## src/rtl/jk_target_driver.sv

```systemverilog
// jk_target_driver: turns LOAD/TOGGLE/SET/CLEAR commands into J/K excitation for a WIDTH-bit JK bank.
// Define JK_PARITY_EN to add the q_parity output (XOR of the bank).
module jk_target_driver #(
  parameter int WIDTH = 8,
  parameter int SERIAL = 0
) (
  input  logic                         clk,
  input  logic                         rst_n,
  input  logic                         in_valid,
  output logic                         in_ready,
  input  logic [1:0]                   in_cmd,
  input  logic [WIDTH-1:0]             in_data,
  output logic [WIDTH-1:0]             j_out,
  output logic [WIDTH-1:0]             k_out,
  output logic [WIDTH-1:0]             q,
  output logic                         done,
  output logic [$clog2(WIDTH+1)-1:0]   changed_cnt
`ifdef JK_PARITY_EN
  ,output logic                        q_parity
`endif
);
  localparam int CW = $clog2(WIDTH+1);
  localparam int IW = WIDTH > 1 ? $clog2(WIDTH) : 1;
  typedef enum logic [1:0] {IDLE, APPLY, DONE} state_t;
  state_t           state_q;
  logic [1:0]       cmd_q;
  logic [WIDTH-1:0] data_q, j_full, k_full, sel, q_d;
  logic [IW-1:0]    idx_q;
  logic [CW-1:0]    flips;
  assign in_ready = state_q == IDLE;
`ifdef JK_PARITY_EN
  assign q_parity = ^q;
`endif
  always_comb begin
    // LOAD uses minimal excitation: only bits that must move get a J or K
    j_full = cmd_q == 2'b00 ? data_q & ~q : cmd_q == 2'b11 ? '0 : data_q;
    k_full = cmd_q == 2'b00 ? ~data_q & q : cmd_q == 2'b10 ? '0 : data_q;
    sel    = SERIAL != 0 ? WIDTH'(1) << idx_q : {WIDTH{1'b1}};
    j_out  = state_q == APPLY ? j_full & sel : '0;
    k_out  = state_q == APPLY ? k_full & sel : '0;
    q_d    = (j_out & ~q) | (~k_out & q);
    flips  = '0;
    for (int i = 0; i < WIDTH; i++) flips = flips + CW'(q_d[i] ^ q[i]);
  end
  always_ff @(posedge clk or negedge rst_n) begin
    if (!rst_n) begin
      state_q     <= IDLE;
      cmd_q       <= '0;
      data_q      <= '0;
      idx_q       <= '0;
      q           <= '0;
      done        <= 1'b0;
      changed_cnt <= '0;
    end else begin
      q <= q_d;
      case (state_q)
        IDLE: if (in_valid) begin
          cmd_q       <= in_cmd;
          data_q      <= in_data;
          idx_q       <= '0;
          changed_cnt <= '0;
          state_q     <= APPLY;
        end
        APPLY: begin
          changed_cnt <= changed_cnt + flips;
          if (SERIAL == 0 || idx_q == IW'(WIDTH-1)) begin
            state_q <= DONE;
            done    <= 1'b1;
          end else idx_q <= idx_q + 1'b1;
        end
        default: begin
          state_q <= IDLE;
          done    <= 1'b0;
        end
      endcase
    end
  end
endmodule
```

## config.mk

```make
export PLATFORM = sky130hd
export DESIGN_NAME = jk_target_driver
export DESIGN_NICKNAME = d
export VERILOG_FILES = /design/src/rtl/jk_target_driver.sv
export SDC_FILE = /design/constraint.sdc
export NUM_CORES = 1
export LEC_CHECK = 0
export CAP_MARGIN = 20
export CORE_ASPECT_RATIO = 1.2
export CORE_MARGIN = 3
export CORE_UTILIZATION = 50
export CTS_BUF_LIST = sky130_fd_sc_hd__clkbuf_16
export CTS_CLUSTER_DIAMETER = 40
export DETAILED_ROUTE_END_ITERATION = 10
export GPL_TIMING_DRIVEN = 1
export PLACE_DENSITY_LB_ADDON = 0.15
export SLEW_MARGIN = 20
export SYNTH_ARGS = -nofsm -noshare
export SYNTH_HDL_FRONTEND = slang
export SYNTH_SLANG_ARGS = --single-unit
export TNS_END_PERCENT = 20
```

## constraint.sdc

```tcl
create_clock -name clk -period 4.4 [get_ports clk]
set_input_delay 0.88 -clock clk [delete_from_list [all_inputs] [get_ports clk]]
set_output_delay 0.88 -clock clk [all_outputs]
set_load 0.1 [all_outputs]
```

==> run summary <==
Die Span X: 60.63 um
Hpwl dp: 3372 um
RSZ-0062 raised after global routing: no
Max-cap viol count: 0
Cts hold-fix bufs: 0
CP max FO: 12
Area growth syn-to-layout: 25.93%
CTS Root Buffer Type: clkbuf_16
Largest net degree at the start of global routing: 23
Vias in the first global route: 1670
Crit. End Element: register
Slowest CP cell: fa_1
Max IR drop VDD: 0.4421 mV
Final period utilization: 92.76%
Cts bufs inserted: 3
Total Wirelength: 4562 um
CTS tree: built
Ports: 43
LEAKAGE: 0.9552 nW
Core region area: 0.003396 mm^2
Post-Syn Area: 0.001790 mm^2
DR vias/cell: 5.821
Initial antenna violation count: 0
First-pass GRT wire length: 7714 um
Syn Nets: 220
Post-Place Worst Slack: 294.1 ps
WL/cell: 16.65 um
Share of post-route cells with drive strength above 1: 18.99%
Bufs and invs on worst path: 1
Final setup vio count: 0
Starting Density: 52.73%
Port bufs: 42
WS Path Type: reg2reg
Min-delay worst type: reg2reg
Fin nets: 261
Post-synth cell types: 31
Global route overflow: 0
Htree depth: 1
Final ANT Viol Nets: 0
CP Cell Sequence: or2_2 > o21ai_0 > a21oi_1 > nor2_1 > fa_1 > fa_1 > inv_1 > fa_1 > fa_1 > fa_1 > xor2_1 > o22ai_1
Slowest stage delay, CP: 540 ps
First drt pass iteration count: 4
Syn avg cell area: 9.089 um^2
Clock Latency Late Sink: 260 ps
Chip height: 71.55 um
Slew @ Worst Pin: 1001 ps
FP Rows: 23
Initial DRC Count: 72
Syn. warnings: 0
Layout fillers: 293
Pwr dens: 750.2 mW/mm^2
Reg clk slew, reported paths: 60 ps
Sink Count: 25
# diodes: 0
Register bit total from synthesis: 25
Register area share after synthesis: 34.94%
Crit path top cell by count: fa_1
# DRC: 0
Post-CTS setup buffers: 0
Die area: 0.004338 mm^2
Setup_tns: 0 ps
Total GRT Usage: 23.06%
Vias post-DR: 1595
Tmin final: 4082 ps
Final hold vios: 0
Clk_skew: 3.201 ps
Status: finished, final reports clean
Fin. max-slew vios: 0
Startpoint types: register
Top delay family on crit path: adder cells
Max Clock Freq: 245.0 MHz
CP Data Arrival Time: 4220 ps
Slew HR: 33.03%
Max clock buf depth: 2
Mapped Cells: 197
Setup WS post-layout: 318.4 ps
CP required: 4540 ps
GPL Wtd Cong: 0.9234
-- state kept, by name, summed over array words and instances, names as in the netlist --
signal and cells:
data_q 8, q 8, changed_cnt 4, cmd_q 2, state_q 2, done 1
-- Yosys cell counts, drive strengths merged --
| master | n | area (um^2) |
|---|---|---|
| xnor2 | 4 | 35.03 |
| nor3b | 8 | 60.06 |
| inv | 4 | 15.01 |
| dfrtp | 25 | 625.6 |
| xor2 | 1 | 8.760 |
| nand2b | 3 | 21.27 |
| buf | 7 | 61.30 |
| o21ai | 9 | 45.04 |
| mux2 | 10 | 135.1 |
| clkbuf | 3 | 11.26 |
| and2 | 3 | 21.27 |
| nor2 | 21 | 100.1 |
| a211oi | 4 | 30.03 |
| fa | 5 | 100.1 |
| a21oi | 33 | 165.2 |
| a311oi | 4 | 35.03 |
| nand2 | 26 | 97.59 |
| mux2i | 2 | 20.02 |
| nand3b | 12 | 90.09 |
| o22ai | 3 | 18.77 |
| ha | 5 | 62.56 |
| or2 | 5 | 31.28 |
-- power by group --
part           internal [W]  switching [W]  total, W  leakage, nW
Clock              0.000123      0.0000815  0.000204       0.0409
Sequential         0.000301       0.000136  0.000437        0.311
Combinational      0.000312       0.000739   0.00105        0.603
Total              0.000735       0.000956   0.00169        0.955
-- worst register-to-register path: stages (launching register included) --
cell and delay [ps]:
dfrtp_1 490, or2_2 370, o21ai_0 160, a21oi_1 80
nor2_1 150, fa_1 470, fa_1 550, inv_1 50
fa_1 500, fa_1 480, fa_1 400, xor2_1 160
o22ai_1 90
-- cell usage in the layout (no fill, tap or decap), types with 2 or more instances in the layout --
master / n
a211oi_1: 4
a21oi_1: 33
a311oi_1: 4
and2_1: 2
buf_4: 20
clkbuf_16: 3
clkdlybuf4s50_1: 26
dfrtp_1: 25
fa_1: 5
ha_1: 5
inv_1: 3
mux2_2: 4
mux2_4: 6
mux2i_1: 2
nand2_1: 26
nand2b_1: 2
nand3b_1: 12
nor2_1: 18
nor2_2: 2
nor3b_1: 8
o21ai_0: 8
o22ai_1: 3
or2_2: 5
xnor2_1: 4
-- final cells by class --
cell class | count | area [um^2] | area share, %
Multi-Input combinational cell | 158 | 1077 | 47.78
Clock inverter | 1 | 5.005 | 0.2220
Sequential cell | 25 | 625.6 | 27.75
Timing Repair Buffer | 46 | 410.4 | 18.20
Tap cell | 37 | 46.29 | 2.053
Inverter | 4 | 15.01 | 0.6659
Clock buffer | 3 | 75.07 | 3.330
-- kinds of logic (layout without fill, tap and decap cells) --
logic type	after synthesis	count (layout)	share of synthesized area (%)
AOI/OAI and AO/OA	53	53	16.42
xor gates and xnor gates	5	5	2.446
muxes	12	12	8.665
and+or+nand+nor	78	78	23.55
adders and majority gates	10	10	9.085
buffers and inverters	14	54	4.891
DFF	25	25	34.94
-- path summary, 6_finish.rpt --
| check | from | to | slack (ps) | cells after the start |
|---|---|---|---|---|
| worst min register to register | changed_cnt[3] | changed_cnt[3] | 520 | 1 |
| min in group asynchronous | rst_n | data_q[5] | 1130 | 1 |
| worst max register to register | cmd_q[1] | changed_cnt[2] | 320 | 12 |
| worst min-delay path | changed_cnt[3] | changed_cnt[3] | 520 | 1 |
| worst max-delay path | cmd_q[1] | changed_cnt[2] | 320 | 12 |
| max in group asynchronous | rst_n | data_q[1] | 2620 | 2 |
-- stage by stage --
step	total power [W]	std cells	utilization (%)	hold WS [ps]	cell area (um^2)
6_report	0.001691	274	66.40	517.2	2255
5_1_grt	0.001789	274	66.40	557.0	2255
4_1_cts	0.001699	274	66.40	526.7	2255
3_5_place_dp	0.001488	270	64.04	515.6	2175
3_3_place_gp	0.001453	270	64.04	474.2	2175
2_1_floorplan	0.001247	197	-	479.8	1790
-- layer usage --
metal / part of all wire (%) / track usage [%]
met1: 42 / 28.06
met2: 53 / 40.78
met3: 4.1 / 2.883
met4: 1.3 / 7.952
met5: 0 / 0
-- repair_timing --
action / CTS / global route
endpoints found under the hold margin: 0 / 0
endpoints found under the setup margin: 0 / 1
gates resized for setup: 0 / 1
Power figures use the tool's default switching activity.
